`src/rtl/video_pkg.sv`:
```
// Shared video definitions: sprite attribute layout, slot count and scheduler states.
package video_pkg;

    localparam int unsigned ATTR_W  = 32;
    localparam int unsigned SLOTS   = 4;

    localparam int unsigned X_LSB   = 0;
    localparam int unsigned X_MSB   = 8;
    localparam int unsigned Y_LSB   = 9;
    localparam int unsigned Y_MSB   = 16;
    localparam int unsigned IMG_LSB = 17;
    localparam int unsigned IMG_MSB = 25;
    localparam int unsigned RGB_LSB = 26;
    localparam int unsigned RGB_MSB = 28;
    localparam int unsigned RSV_LSB = 29;
    localparam int unsigned RSV_MSB = 30;
    localparam int unsigned EN_BIT  = 31;

    typedef struct packed {
        logic       en;
        logic [1:0] rsv;
        logic [2:0] rgb;
        logic [8:0] img;
        logic [7:0] y;
        logic [8:0] x;
    } sprite_attr_t;

    typedef enum logic {
        SCHED_IDLE = 1'b0,
        SCHED_SCAN = 1'b1
    } sched_state_e;

    // 9-bit compare so y + height never wraps back onto low lines
    function automatic logic attr_hit(input sprite_attr_t a, input logic [7:0] line,
                                      input logic [8:0] height);
        logic [8:0] line9;
        logic [8:0] y9;
        line9 = {1'b0, line};
        y9    = {1'b0, a.y};
        return a.en && (line9 >= y9) && (line9 < (y9 + height));
    endfunction

endpackage

```
`src/rtl/sprite_attr_table.sv`:
```
// Sprite attribute register file: byte-strobed write port, combinational read port.
module sprite_attr_table
    import video_pkg::*;
#(
    parameter int unsigned NUM_SPRITES = 16
) (
    input  logic                           clk,
    input  logic                           resetn,
    input  logic                           wr_en,
    input  logic [$clog2(NUM_SPRITES)-1:0] wr_addr,
    input  logic [3:0]                     wr_strb,
    input  logic [ATTR_W-1:0]              wr_data,
    input  logic [$clog2(NUM_SPRITES)-1:0] rd_addr,
    output logic [ATTR_W-1:0]              rd_data
);

    logic [ATTR_W-1:0] mem [NUM_SPRITES];

    always_ff @(posedge clk) begin
        if (!resetn) begin
            for (int i = 0; i < int'(NUM_SPRITES); i++) begin
                mem[i] <= '0;
            end
        end else if (wr_en) begin
            for (int b = 0; b < 4; b++) begin
                if (wr_strb[b]) begin
                    mem[wr_addr][8*b +: 8] <= wr_data[8*b +: 8];
                end
            end
        end
    end

    // Reads see the pre-write contents when addressed in the write cycle
    assign rd_data = mem[rd_addr];

endmodule

```
`src/rtl/sprite_scheduler.sv`:
```
// Per-scanline sprite evaluator: scans the attribute table during hblank and
// publishes the first SLOTS hitting sprites to the sprite units on commit.
module sprite_scheduler
    import video_pkg::*;
#(
    parameter int unsigned NUM_SPRITES = 16,
    parameter int unsigned SPRITE_H    = 16
) (
    input  logic                           clk,
    input  logic                           resetn,
    input  logic                           wr_en,
    input  logic [$clog2(NUM_SPRITES)-1:0] wr_addr,
    input  logic [3:0]                     wr_strb,
    input  logic [ATTR_W-1:0]              wr_data,
    input  logic                           eval_start,
    input  logic [7:0]                     eval_line,
    input  logic                           commit,
    output logic [SLOTS*ATTR_W-1:0]        slot_cfg,
    output logic [SLOTS-1:0]               slot_valid,
    output logic                           overflow,
    output logic                           busy,
    output logic                           late,
    input  logic                           clr_late
);

    localparam int unsigned IDX_W = $clog2(NUM_SPRITES);
    localparam int unsigned CNT_W = 3;

    sched_state_e                         state_q, state_d;
    logic [IDX_W-1:0]                     idx_q, idx_d;
    logic [7:0]                           line_q, line_d;
    logic [CNT_W-1:0]                     cnt_q, cnt_d;
    logic [SLOTS-1:0][ATTR_W-1:0]         pend_cfg_q, pend_cfg_d;
    logic [SLOTS-1:0]                     pend_vld_q, pend_vld_d;
    logic                                 pend_ovf_q, pend_ovf_d;
    logic [ATTR_W-1:0]                    rd_data;
    logic                                 hit_c;

    sprite_attr_table #(.NUM_SPRITES(NUM_SPRITES)) u_table (
        .clk     (clk),
        .resetn  (resetn),
        .wr_en   (wr_en),
        .wr_addr (wr_addr),
        .wr_strb (wr_strb),
        .wr_data (wr_data),
        .rd_addr (idx_q),
        .rd_data (rd_data)
    );

    assign hit_c = attr_hit(sprite_attr_t'(rd_data), line_q, 9'(SPRITE_H));

    always_ff @(posedge clk) begin
        if (!resetn) begin
            state_q <= SCHED_IDLE;
        end else begin
            state_q <= state_d;
        end
    end

    // Scan step, commit abort and scan (re)start
    always_comb begin
        state_d    = state_q;
        idx_d      = idx_q;
        line_d     = line_q;
        cnt_d      = cnt_q;
        pend_cfg_d = pend_cfg_q;
        pend_vld_d = pend_vld_q;
        pend_ovf_d = pend_ovf_q;

        if (state_q == SCHED_SCAN) begin
            if (hit_c && (cnt_q < CNT_W'(SLOTS))) begin
                pend_cfg_d[cnt_q[1:0]] = rd_data;
                pend_vld_d[cnt_q[1:0]] = 1'b1;
                cnt_d                  = cnt_q + CNT_W'(1);
            end
            if (hit_c && (cnt_q == CNT_W'(SLOTS))) begin
                pend_ovf_d = 1'b1;
                state_d    = SCHED_IDLE;
            end else if (idx_q == IDX_W'(NUM_SPRITES - 1)) begin
                state_d = SCHED_IDLE;
            end else begin
                idx_d = idx_q + IDX_W'(1);
            end
            if (commit) begin
                state_d = SCHED_IDLE;
            end
        end

        if (eval_start) begin
            state_d    = SCHED_SCAN;
            line_d     = eval_line;
            idx_d      = '0;
            cnt_d      = '0;
            pend_cfg_d = '0;
            pend_vld_d = '0;
            pend_ovf_d = 1'b0;
        end
    end

    always_ff @(posedge clk) begin
        if (!resetn) begin
            idx_q      <= '0;
            line_q     <= '0;
            cnt_q      <= '0;
            pend_cfg_q <= '0;
            pend_vld_q <= '0;
            pend_ovf_q <= 1'b0;
        end else begin
            idx_q      <= idx_d;
            line_q     <= line_d;
            cnt_q      <= cnt_d;
            pend_cfg_q <= pend_cfg_d;
            pend_vld_q <= pend_vld_d;
            pend_ovf_q <= pend_ovf_d;
        end
    end

    // Published set is held for the whole line; commit samples the pre-update pending set
    always_ff @(posedge clk) begin
        if (!resetn) begin
            slot_cfg   <= '0;
            slot_valid <= '0;
            overflow   <= 1'b0;
            late       <= 1'b0;
        end else begin
            if (commit) begin
                slot_cfg   <= pend_cfg_q;
                slot_valid <= pend_vld_q;
                overflow   <= pend_ovf_q;
            end
            if (commit && (state_q == SCHED_SCAN)) begin
                late <= 1'b1;
            end else if (clr_late) begin
                late <= 1'b0;
            end
        end
    end

    assign busy = (state_q == SCHED_SCAN);

endmodule

```
`config.mk`:
```
export PLATFORM = sky130hd
export DESIGN_NAME = sprite_scheduler
export DESIGN_NICKNAME = d
export VERILOG_FILES = /design/src/rtl/video_pkg.sv /design/src/rtl/sprite_attr_table.sv /design/src/rtl/sprite_scheduler.sv
export SDC_FILE = /design/constraint.sdc
export NUM_CORES = 1
export LEC_CHECK = 0
export ABC_CLOCK_PERIOD_IN_PS = 12300
export CORE_MARGIN = 2
export CORE_UTILIZATION = 62
export DETAILED_ROUTE_END_ITERATION = 6
export DONT_BUFFER_PORTS = 1
export GPL_TIMING_DRIVEN = 0
export HOLD_SLACK_MARGIN = 0.15
export PLACE_DENSITY_LB_ADDON = 0.08
export REMOVE_ABC_BUFFERS = 1
export SYNTH_ARGS = -nofsm -noshare
export SYNTH_HDL_FRONTEND = slang
export SYNTH_HIERARCHICAL = 1
export SYNTH_SLANG_ARGS = --single-unit
export TNS_END_PERCENT = 1
```
`constraint.sdc`:
```
create_clock -name clk -period 12.3 [get_ports clk]
set_clock_uncertainty 0.2 [all_clocks]
set_input_delay 3.69 -clock clk [delete_from_list [all_inputs] [get_ports clk]]
set_output_delay 3.69 -clock clk [all_outputs]
set_load 0.03 [all_outputs]
```
==> flow_summary.ini <==
[grt]
grt_antenna_before_repair = 1
grt_pass1_vias = 19190
globalRouteOverflowTotal = 0
grtUsageTotal = 0.2771
grt_pass1_wl_um = 116100
grt_max_degree = 219

[pwr]
peakVddDrop_v = 0.0001210
powerDensity_nw_per_um2 = 155.1
p_sw_uw = 1172
power_frac_comb = 0.047
p_leak_uw = 0.01251
p_sw_frac = 0.2085
pwr-share-clk = 0.426
pwr-share-seq = 0.527
intPower_uw = 4450

[setup_path]
cp.arrival_ns = 6.59
rrSetupSlack_ns = 6.00
crit_start = idx_q[0]$_SDFFE_PP0P_
path_delay_family = compound AO/OA/AOI/OAI gates
ff2ff_path_depth = 16
crit_end = pend_cfg_q[0]$_SDFFE_PP0P_
crit_fanout = 41
end_kind = register
cp_num_cells = 16
path_cells = buf_16, buf_16, mux4_2, a22oi_1, nand2_1, ha_1, xnor2_1, ha_1, a21o_1, a21oi_2, o211ai_1, a2111oi_4, nand3b_1, buf_8, buf_8, mux2i_1
critPathSlowestCell = nand3b_1
slowest_delay_ns = 0.78
worst-path-buf-inv = 4
path_class = register to register
r2r_start = idx_q[0]$_SDFFE_PP0P_
critPathLaunchType = register
worstReg2RegEnd = pend_cfg_q[0]$_SDFFE_PP0P_
required_ns = 12.59

[cells_and_area]
antenna_cells = 0
areaGrowthSynthToFinish_pct = 9.620
mostFrequentLayoutCell = edfxtp_1
nNetsFinal = 2523
final_cells = 3202
drive_gt1_frac = 0.1189
final_cell_mix = edfxtp_1, nor2_1, dfxtp_1
design_area_sq_um = 36240
fill_cells = 3717

[floorplan]
die_w_um = 234.9
num_rows = 84
ioPinCount = 189
initial_core_util = 0.6279
die-area_sq_um = 55190
fp.coreArea_sq_um = 52660
die_h_um = 234.9

[route]
vias = 19520
drc = 0
drt_first_iter_violations = 1966
dr.pass1.iters = 5
wirelength_um = 76290
via_per_inst = 6.095
postRouteAntennaNets = 0
avgRoutedWirePerCell_um = 23.82

[place]
place_hpwl_um = 47390
gp_congestion = 0.8053
dp.cells = 3050
port_buffers = 0
placed_cell_area_sq_um = 33590

[clock_network]
cts_resized = 0
post_cts_buffers = 0
htree_levels = 3
cts_buffer_depth = 3
insertion_delay_ns = 0.63
clock-root-buffer = clkbuf_16
clk_pin_slew_ns = 0.06
cts_tree = yes
clock-sinks = 795
numCtsBuffers = 81
ctsHoldBuffers = 0

[sta]
slew_viol_final = 0
final_hold_viol_count = 0
fmax_ghz = 0.1589
setup_viol = 0
fin_crit_sh = 0.5118
hold_ws_ns = 0.2481
rsz0062_at_grt = false
final.min_clock_period_ns = 6.295
worstMarginPinSlew_ns = 1.442
relSlewSlack = 0.02871

[yosys]
netlist_instances = 2550
avgSynthCellArea_sq_um = 12.97
synth_area_sq_um = 33060
yosysWarningCount = 6
yosys.area.top_type = edfxtp_1
yosysTopAreaCellShare = 0.4650
ys_seq_area_frac = 0.6364
yosysUniqueCellTypes = 45
ys_ff_latch = 795
synth_area_leaders = edfxtp_1, dfxtp_1, mux4_2

[min_path]
holdCritStartpoint = pend_cfg_q[31]$_SDFFE_PP0P_
holdPathStages = 2
hold_class = register to register

[run]
max-cap-violations = 0

[status]
outcome = complete, no violations
==> layout make-up <==
| class | instances | area (sq um) | share of cell area |
|---|---|---|---|
| Sequential cell | 795 | 21050 | 0.5807 |
| Multi-Input combinational cell | 1525 | 11090 | 0.3060 |
| Clock buffer | 114 | 2316 | 0.06390 |
| Tap cell | 688 | 860.8 | 0.02375 |
| Timing Repair Buffer | 30 | 574.3 | 0.01585 |
| Clock inverter | 32 | 284.0 | 0.007837 |
| Inverter | 18 | 67.56 | 0.001864 |
==> worst reg2reg max path, cell delays in order, from the launching register on <==
cell and delay (ns):
dfxtp_4 0.58, buf_16 0.34, buf_16 0.38, mux4_2 0.65
a22oi_1 0.27, nand2_1 0.34, ha_1 0.35, xnor2_1 0.14
ha_1 0.31, a21o_1 0.17, a21oi_2 0.16, o211ai_1 0.21
a2111oi_4 0.54, nand3b_1 0.78, buf_8 0.44, buf_8 0.18
mux2i_1 0.14
==> how the worst min path moves through the flow <==
stage                                   to  slack [ns]
2_1_floorplan  pend_cfg_q[31]$_SDFFE_PP0P_        0.23
3_3_place_gp   pend_cfg_q[31]$_SDFFE_PP0P_        0.23
3_5_place_dp   pend_cfg_q[31]$_SDFFE_PP0P_        0.24
4_1_cts        pend_cfg_q[31]$_SDFFE_PP0P_        0.25
5_1_grt         pend_vld_q[1]$_SDFFE_PP0P_        0.27
6_report       pend_cfg_q[31]$_SDFFE_PP0P_        0.25
==> registers in the layout (all words and copies together) (netlist names) <==
name         flops
slot_valid       4
pend_ovf_q       1
late             1
cnt_q            3
line_q           8
u_table/mem    512
busy             1
pend_vld_q       4
overflow         1
slot_cfg       128
idx_q            4
pend_cfg_q     128
==> cells in the mapped netlist, drive strengths merged <==
cell     number
mux2i       269
nand3b        5
a21o          1
or3           1
a22o          1
nand3        10
a211oi        2
nand4         2
o21a          5
nor2b       151
a21oi        13
nand2       237
nor3          2
a22oi        64
nor2        490
xnor2         2
buf          65
o2111ai       1
inv          18
or4b          1
o211ai        1
a2111o        1
a21boi        2
nand2b        5
a31oi         1
nand4bb       1
nor3b         2
and2         34
mux4        128
dfxtp       283
a2111oi       1
and3          4
o21ai        69
a32oi         1
edfxtp      512
clkbuf      147
ha           18
==> kinds of logic (layout without fill, tap and decap cells) <==
logic type,count (synthesis),count (layout),share of synthesized area
and+or+nand+nor,945,945,0.1250
DFF,795,795,0.6364
muxes,397,397,0.1686
buffers and inverters,230,194,0.03096
AOI/OAI and AO/OA,163,163,0.03171
adders and majority gates,18,18,0.006812
xor gates and xnor gates,2,2,0.0005299
==> per-layer routing <==
metal	routed length, um	GRT usage	up-vias
li1	-	-	8836
met1	31220	0.3900	9729
met2	36440	0.4404	821
met3	6959	0.06273	128
met4	1663	0.07288	2
met5	8	0	-
==> power by group through the flow <==
stage          combinational [uW]  sequential [uW]  clock, uW
6_report                      263             2960       2400
5_1_grt                       280             2970       2540
4_1_cts                       261             2960       2440
3_5_place_dp                  260             3020          0
3_3_place_gp                  247             3020          0
2_1_floorplan                 179             3010          0
==> per-stage QoR <==
stage               utilization  TNS (ns)  total power, uW  setup WS (ns)
floorplan                     -         0             3192          2.046
global placement         0.6261   -227.64             3270         -2.381
detailed placement       0.6380         0             3279          5.369
CTS                      0.6874         0             5661          5.932
global route             0.6883         0             5786          5.688
finish                   0.6883         0             5623          6.005
(Power assumes the default switching activity.)
